[src/rtl/cpu_types_pkg.sv]
// Shared CPU/memory-side types: word, RAM status and the memory grant state.
package cpu_types_pkg;

   localparam int unsigned WORD_W = 32;

   typedef logic [WORD_W-1:0] word_t;

   typedef enum logic [1:0] {
      FREE   = 2'd0,
      BUSY   = 2'd1,
      ACCESS = 2'd2,
      ERROR  = 2'd3
   } ramstate_t;

   typedef enum logic [1:0] {
      IDLE   = 2'd0,
      DGRANT = 2'd1,
      IGRANT = 2'd2
   } grant_t;

endpackage

[src/rtl/mem_arb_prio.sv]
// Data-first priority pick with an anti-starvation counter for the instruction side.
module mem_arb_prio
   import cpu_types_pkg::*;
#(
   parameter int unsigned STARVE_MAX = 4
) (
   input  logic   clk,
   input  logic   rst,
   input  logic   ireq,
   input  logic   dreq,
   input  logic   d_done,
   input  logic   i_done,
   output grant_t pick_c
);

   localparam int unsigned SW = $clog2(STARVE_MAX + 1);

   logic [SW-1:0] starve;
   logic          starved;

   always_comb begin
      starved = ireq && (starve == SW'(STARVE_MAX));
      pick_c  = IDLE;
      if (dreq && !starved) begin
         pick_c = DGRANT;
      end else if (ireq) begin
         pick_c = IGRANT;
      end
   end

   // Counts data completions that happened while the icache was waiting.
   always_ff @(posedge clk or posedge rst) begin
      if (rst) begin
         starve <= '0;
      end else if (i_done || (d_done && !ireq)) begin
         starve <= '0;
      end else if (d_done && (starve != SW'(STARVE_MAX))) begin
         starve <= starve + SW'(1);
      end
   end

endmodule

[src/rtl/cache_mem_ctrl.sv]
// Memory-side responder: arbitrates icache/dcache requests onto one RAM port
// and completes the iwait/dwait handshakes combinationally on RAM status.
module cache_mem_ctrl
   import cpu_types_pkg::*;
#(
   parameter int unsigned TIMEOUT    = 64,
   parameter int unsigned STARVE_MAX = 4,
   parameter word_t       ERR_WORD   = 32'hBAD1BAD1
) (
   input  logic      CLK,
   input  logic      RST,
   input  logic      iREN,
   input  word_t     iaddr,
   output logic      iwait,
   output word_t     iload,
   input  logic      dREN,
   input  logic      dWEN,
   input  word_t     daddr,
   input  word_t     dstore,
   output logic      dwait,
   output word_t     dload,
   output logic      ramREN,
   output logic      ramWEN,
   output word_t     ramaddr,
   output word_t     ramstore,
   input  word_t     ramload,
   input  ramstate_t ramstate,
   output logic      err
);

   localparam int unsigned TW = $clog2(TIMEOUT + 1);

   grant_t        state;
   grant_t        state_nxt;
   grant_t        pick_c;
   logic [TW-1:0] tcnt;
   logic [TW-1:0] tcnt_nxt;
   logic          dreq;
   logic          hit;
   logic          finish;
   logic          d_done;
   logic          i_done;
   logic          fault;

   mem_arb_prio #(
      .STARVE_MAX(STARVE_MAX)
   ) u_arb (
      .clk   (CLK),
      .rst   (RST),
      .ireq  (iREN),
      .dreq  (dreq),
      .d_done(d_done),
      .i_done(i_done),
      .pick_c(pick_c)
   );

   always_ff @(posedge CLK or posedge RST) begin
      if (RST) begin
         state <= IDLE;
         tcnt  <= '0;
      end else begin
         state <= state_nxt;
         tcnt  <= tcnt_nxt;
      end
   end

   // A grant finishes on ACCESS, on ERROR, or when the timeout budget runs out.
   always_comb begin
      dreq      = dREN | dWEN;
      hit       = (ramstate == ACCESS);
      finish    = hit || (ramstate == ERROR) || (tcnt == TW'(TIMEOUT - 1));
      state_nxt = state;
      tcnt_nxt  = tcnt;
      iwait     = 1'b1;
      dwait     = 1'b1;
      iload     = '0;
      dload     = '0;
      ramREN    = 1'b0;
      ramWEN    = 1'b0;
      ramaddr   = '0;
      ramstore  = '0;
      d_done    = 1'b0;
      i_done    = 1'b0;
      fault     = 1'b0;
      unique case (state)
         IDLE: begin
            tcnt_nxt  = '0;
            state_nxt = pick_c;
         end
         DGRANT: begin
            if (!dreq) begin
               state_nxt = IDLE;
            end else begin
               ramaddr  = daddr;
               ramWEN   = dWEN;
               ramREN   = !dWEN;
               ramstore = dWEN ? dstore : '0;
               if (finish) begin
                  dwait     = 1'b0;
                  dload     = hit ? ramload : ERR_WORD;
                  d_done    = 1'b1;
                  fault     = !hit;
                  state_nxt = IDLE;
               end else begin
                  tcnt_nxt = tcnt + TW'(1);
               end
            end
         end
         IGRANT: begin
            if (!iREN) begin
               state_nxt = IDLE;
            end else begin
               ramaddr = iaddr;
               ramREN  = 1'b1;
               if (finish) begin
                  iwait     = 1'b0;
                  iload     = hit ? ramload : ERR_WORD;
                  i_done    = 1'b1;
                  fault     = !hit;
                  state_nxt = IDLE;
               end else begin
                  tcnt_nxt = tcnt + TW'(1);
               end
            end
         end
         default: state_nxt = IDLE;
      endcase
   end

   // Sticky error: only reset clears it.
   always_ff @(posedge CLK or posedge RST) begin
      if (RST) begin
         err <= 1'b0;
      end else if (fault) begin
         err <= 1'b1;
      end
   end

endmodule

[config.mk]
export PLATFORM = sky130hd
export DESIGN_NAME = cache_mem_ctrl
export DESIGN_NICKNAME = d
export VERILOG_FILES = /design/src/rtl/cpu_types_pkg.sv /design/src/rtl/mem_arb_prio.sv /design/src/rtl/cache_mem_ctrl.sv
export SDC_FILE = /design/constraint.sdc
export NUM_CORES = 1
export LEC_CHECK = 0
export CORE_AREA = 2 2 104 106
export CTS_CLUSTER_SIZE = 28
export DETAILED_ROUTE_END_ITERATION = 8
export DIE_AREA = 0 0 106 108
export GPL_TIMING_DRIVEN = 1
export PLACE_DENSITY = 0.66
export SLEW_MARGIN = 5
export SYNTH_ARGS = -nofsm -noshare
export SYNTH_HDL_FRONTEND = slang
export SYNTH_SLANG_ARGS = --single-unit
[constraint.sdc]
create_clock -name CLK -period 2.2 [get_ports CLK]
set_input_delay 0.55 -clock CLK [delete_from_list [all_inputs] [get_ports CLK]]
set_output_delay 0.55 -clock CLK [all_outputs]
set_load 0.02 [all_outputs]
==> flow_summary.json, run 1 <==
{
  "worst-slew-pin-transition_ps": 541.4,
  "yosysTopAreaCell": "and3_1",
  "synth_top_cell_area_share_pct": 18.67,
  "synthCells": 307,
  "critPathCaptureType": "output pin",
  "synthTopCellsByArea": "and3_1, dfrtp_1, a22oi_1",
  "async_reset_ff_share_pct": 100.0,
  "synth.most_common_cell": "and3_1",
  "setup_viol": 96,
  "synthSimpleGateAreaFrac_pct": 49.22,
  "skew_ps": 2.367,
  "ys_types": 42,
  "required_ps": 1650,
  "grt-ovfl-total": 0,
  "antenna_found_initial": 0,
  "core_area_um2": 10230,
  "synth_edf_count": 0,
  "cts_num_sinks": 13,
  "place_area_um2": 5176,
  "die_w_um": 106,
  "finish.instance_area_um2": 6255,
  "power_density_nw_per_um2": 666.1,
  "grt_pass1_wl_mm": 18.25,
  "synth_area_um2": 2077,
  "die_h_um": 108,
  "die-area_um2": 11450,
  "synth-xor-area-share_pct": 0,
  "drc": 0,
  "syn_nets": 449,
  "startpoint_type": "flip-flop",
  "rows": 37,
  "dp_hpwl_mm": 8.646,
  "synthMuxAreaShare_pct": 0.4819,
  "fin_ws_ps": -199.0,
  "violations": "setup timing",
  "grt_max_degree": 39,
  "drive_above_1_share_pct": 51.88,
  "diodes": 0,
  "timing.hold.ws_ps": 488.3,
  "drt_first_pass_iters": 4,
  "cts_tree": "done",
  "cts_buffers": 3,
  "io_buffers": 267,
  "p_leak_uw": 0.002759,
  "htree_levels": 1,
  "syn_to_final_growth_pct": 201.1,
  "ys_ff_latch": 13,
  "yosysWarnings": 0,
  "syn_area_per_cell_um2": 6.765,
  "clock_latency_ps": 240,
  "root_buffer": "clkbuf_8",
  "routabilityCongestion": 0.8710,
  "ios": 268,
  "synth-main-ff-cell": "dfrtp_1",
  "grt_usage_pct": 19.89,
  "clk_pin_slew_ps": 60,
  "synth_top_family_by_area": "simple AND/OR/NAND/NOR gates",
  "finalHoldViolCount": 0,
  "num-fill-cells": 864,
  "cap_violations": 0,
  "period_share_pct": 109.0,
  "ys_seq_area_share_pct": 15.66,
  "slew_headroom_pct": 63.87,
  "rsz0062_at_grt": "true",
  "yosys-top-cells-count": "and3_1, nor2_1, nor2b_1",
  "grt_pass1_vias": 3553,
  "wire_per_inst_um": 17.45,
  "wl_mm": 13.07,
  "tns_ps": -8520,
  "num_vias": 3512,
  "path_class": "flip-flop to output pin",
  "slew_violations": 0,
  "vias_per_cell": 4.689,
  "drt-initial-drc-count": 141,
  "fmax_ghz": 0.4168,
  "initial_core_util_pct": 20.30,
  "clk_path_buf_depth": 2,
  "hold_path.class": "flip-flop to flip-flop",
  "synth_compound_area_share_pct": 21.39,
  "cp_max_fo": 9,
  "status": "finished with violations",
  "synth_fa_ha_area_share_pct": 4.217,
  "fin_crit_ps": 2399,
  "peakVddDrop_mv": 0.3444,
  "nets": 756,
  "ant_nets": 0,
  "critical_path_arrival_ps": 1850
}
-- registers in the layout (all words and copies together) (netlist names) --
name          count
err               1
u_arb.starve      3
tcnt              7
state             2
-- final cells by class --
cell class	count	area, um2	share of cell area (%)
multi-input combinational	256	2176	34.79
tap	136	170.2	2.721
sequential	13	326.6	5.221
timing repair buffer	331	3503	56.01
clock buffer	4	45.04	0.7201
inverter	9	33.78	0.5401
-- cell usage in the layout (no fill, tap or decap), types with 5 or more instances in the layout --
cell type        instances
and3_1                  39
nand3_1                  5
nand2b_4                 5
buf_6                   75
dfrtp_1                 12
o211ai_1                 5
o21ai_0                  5
nor2_2                  24
clkbuf_16                5
nand2_1                  9
clkbuf_2                12
nor2_4                  13
nor2b_2                 22
inv_1                    6
and3_4                  23
nor2_1                  20
nor2b_1                 11
buf_12                  12
clkdlybuf4s15_1         22
buf_16                   5
a22oi_2                 32
buf_4                   62
clkdlybuf4s50_1        130
-- layer usage --
metal / share of wire (%) / wire, um / GRT usage, % / up-vias
li1: - / - / - / 1701
met1: 38 / 4930 / 22.38 / 1662
met2: 55 / 7176 / 38.11 / 129
met3: 5.5 / 716 / 4.099 / 20
met4: 1.9 / 246 / 5.075 / 0
met5: 0 / 0 / 0 / -
-- path summary, 6_finish.rpt --
kind | from | to | slack, ps | cells past startpoint
worst max-delay path | tcnt[0] | iload[13] | -200 | 8
worst min-delay path | err | err | 490 | 1
worst max register to register | state[0] | tcnt[5] | 110 | 9
worst min register to register | err | err | 490 | 1
max in group asynchronous | RST | state[0] | 1160 | 2
min in group asynchronous | RST | tcnt[3] | 650 | 2
-- critical path, stage by stage, from the launching register on --
cell and delay [ps]:
dfrtp_1 370, ha_2 190, and3_4 200, a41oi_4 140, nor2_2 180, inv_2 110
buf_16 170, nor2_2 130, buf_6 130
-- repair_timing --
item / in CTS / in global routing
resized for setup: 610 / 182
pin swaps: 22 / 19
cloned: 11 / 5
buffers inserted: 11 / 5
setup endpoints to repair: 138 / 138
hold buffers: 0 / 0
-- logic make-up (layout without fill, tap and decap cells) --
family / count (synthesis) / after routing
compound gates: 60 / 60
flops: 13 / 13
fa+ha+maj: 7 / 7
simple gates: 185 / 188
buf+inv: 41 / 344
mux: 1 / 1
-- report_power, final --
group	leakage (uW)	internal (uW)	switching (uW)	total [uW]
sequential	0.000169	290	48.6	338
clock	0.0000228	128	91.3	219
combinational	0.00257	1930	1680	3610
-- stage by stage --
stage / setup WS, ps / instances / util, % / power [uW]
after floorplan: -17.50 / 307 / - / 1773
after global placement: -756.7 / 715 / 50.59 / 3045
after detailed placement: -777.3 / 715 / 50.59 / 3076
after CTS: -128.3 / 741 / 55.13 / 3805
after global routing: -265.0 / 749 / 61.13 / 4415
final: -199.0 / 749 / 61.13 / 4166
Power figures use the tool's default switching activity.
==> run 2: changes to the inputs <==
--- a/config.mk
+++ b/config.mk
@@ -5,12 +5,14 @@
 export SDC_FILE = /design/constraint.sdc
 export NUM_CORES = 1
 export LEC_CHECK = 0
-export CORE_AREA = 2 2 104 106
+export CELL_PAD_IN_SITES_DETAIL_PLACEMENT = 0
+export CELL_PAD_IN_SITES_GLOBAL_PLACEMENT = 1
+export CORE_ASPECT_RATIO = 1.5
+export CORE_UTILIZATION = 15
 export CTS_CLUSTER_SIZE = 28
 export DETAILED_ROUTE_END_ITERATION = 8
-export DIE_AREA = 0 0 106 108
 export GPL_TIMING_DRIVEN = 1
-export PLACE_DENSITY = 0.66
+export PLACE_DENSITY_LB_ADDON = 0.1
 export SLEW_MARGIN = 5
 export SYNTH_ARGS = -nofsm -noshare
 export SYNTH_HDL_FRONTEND = slang
==> run 2 against run 1 <==
- the flow finishes with violations (DRC, setup timing)
- count of clock-buffer cells in the layout stayed put
- via count is 2.2% higher
- routed wire length is 3.3% higher
- clock power is 59% higher
- critical endpoint is now ramaddr[9]
- largest cell class unchanged
- largest power group unchanged
==> flow_summary.json, run 2 (synthesis results as in run 1) <==
{
  "status": "finished with violations",
  "violations": "DRC, setup timing",
  "die_h_um": 146.1,
  "routabilityCongestion": 0.7684,
  "top_register": "tcnt",
  "placed_cells": 746,
  "cts_tree": "done",
  "root_buffer": "clkbuf_16",
  "setup_viol": 82,
  "grt-ovfl-total": 0,
  "antenna_found_initial": 0,
  "dp_hpwl_mm": 9.613,
  "drc": 11,
  "cts_num_sinks": 13,
  "final-instance-count-excl-fill": 783,
  "grt_pass1_vias": 3673,
  "skew_ps": 1.953,
  "critical_path_arrival_ps": 1770,
  "grt_pass1_wl_mm": 19.05,
  "largest_register_ffs": 7,
  "io_buffers": 267,
  "required_ps": 1650,
  "timing.hold.ws_ps": 477.5,
  "slew_violations": 0,
  "reg_top3": "tcnt (7), u_arb.starve (3), state (2)",
  "path_class": "flip-flop to output pin",
  "diodes": 0,
  "tns_ps": -6345,
  "period_share_pct": 105.4,
  "fmax_ghz": 0.4311,
  "hold_path.class": "flip-flop to flip-flop",
  "clock_latency_ps": 240,
  "die_w_um": 98.08,
  "syn_to_final_growth_pct": 198.3,
  "htree_levels": 1,
  "power_uw": 4400,
  "p_leak_uw": 0.002843,
  "nets": 764,
  "fin_ws_ps": -119.7,
  "finalHoldViolCount": 0,
  "drive_above_1_share_pct": 52.98,
  "clk_pin_slew_ps": 50,
  "ios": 268,
  "cts_hold_buf": 0,
  "fin_crit_ps": 2320,
  "final_common_cell": "clkdlybuf4s50_1",
  "wire_per_inst_um": 17.24,
  "drt_first_pass_iters": 7,
  "core_area_um2": 13530,
  "num_vias": 3591,
  "rsz0062_at_grt": "true",
  "clk_path_buf_depth": 2,
  "drt-initial-drc-count": 88,
  "cts_buffers": 3,
  "cp_max_fo": 7,
  "slew_headroom_pct": 64.58,
  "cap_violations": 0,
  "worst-slew-pin-transition_ps": 530.7,
  "wl_mm": 13.50,
  "num-fill-cells": 1355,
  "critPathCaptureType": "output pin",
  "peakVddDrop_mv": 0.4080,
  "vias_per_cell": 4.586,
  "power_density_nw_per_um2": 710.3,
  "ant_nets": 0,
  "utilization_pct": 45.77,
  "die-area_um2": 14330,
  "final_cell_mix": "clkdlybuf4s50_1, buf_4, buf_6",
  "grt_max_degree": 29,
  "startpoint_type": "flip-flop",
  "grt_usage_pct": 16.65,
  "initial_core_util_pct": 15.35,
  "rows": 52
}
[run 2: final cells by class]
cell class	instances	area, um2	share of cell area, %
clock buffers	4	78.83	1.272
inverters	9	36.28	0.5857
multi-input cells	255	2152	34.74
flip-flops and latches	13	327.8	5.292
well taps	162	202.7	3.272
repair buffers	340	3397	54.84
[run 2: report_power, final]
part | total, uW | switching, uW | leakage [uW] | internal, uW
sequential | 347 | 55.4 | 0.000168 | 291
combinational | 3710 | 1710 | 0.00264 | 2000
clock | 348 | 103 | 0.0000382 | 245
total | 4400 | 1860 | 0.00284 | 2540
[run 2: final timing paths]
| kind | slack [ps] | from | endpoint | cells after the start |
|---|---|---|---|---|
| min in group asynchronous | 650 | RST | tcnt[5] | 2 |
| max | -120 | state[0] | ramaddr[9] | 7 |
| min reg2reg | 480 | err | err | 1 |
| min | 480 | err | err | 1 |
| max reg2reg | 40 | state[0] | tcnt[3] | 9 |
| max in group asynchronous | 1170 | RST | state[1] | 2 |
[run 2: stage by stage]
stage	setup WS (ps)	instance area, um2
finish	-119.7	6195
floorplan	-17.50	2127
global route	-215.8	6195
detailed placement	-807.5	5265
CTS	-100.4	5557
global placement	-815.7	5265
[run 2: layer usage]
metal  vias up  track usage, %  routed length, um
met2       175           32.82               7449
met4         0           4.167                300
li1       1732               -                  -
met3        14           3.638               1046
met5         -               0                  0
met1      1670           17.38               4700
[run 2: critical path: stages, from the launching register on]
cell and delay (ps):
dfrtp_2 450, inv_2 110, ha_4 150, and2_4 280, clkbuf_16 200, a22oi_2 70, nor2b_1 110, buf_4 150
[run 2: repair_timing]
action                     in CTS  in global routing
setup endpoints to repair     138                134
gates cloned                    6                  9
buffers inserted               12                  8
pin swaps                      16                 31
gates resized for setup       680                122
==> run 3: changes to the inputs <==
--- a/config.mk
+++ b/config.mk
@@ -11,7 +11,6 @@
 export CORE_UTILIZATION = 15
 export CTS_CLUSTER_SIZE = 28
 export DETAILED_ROUTE_END_ITERATION = 8
-export GPL_TIMING_DRIVEN = 1
 export PLACE_DENSITY_LB_ADDON = 0.1
 export SLEW_MARGIN = 5
 export SYNTH_ARGS = -nofsm -noshare
==> results of run 3 <==
No change in the layout: final DEF, timing and power equal those of run 2.
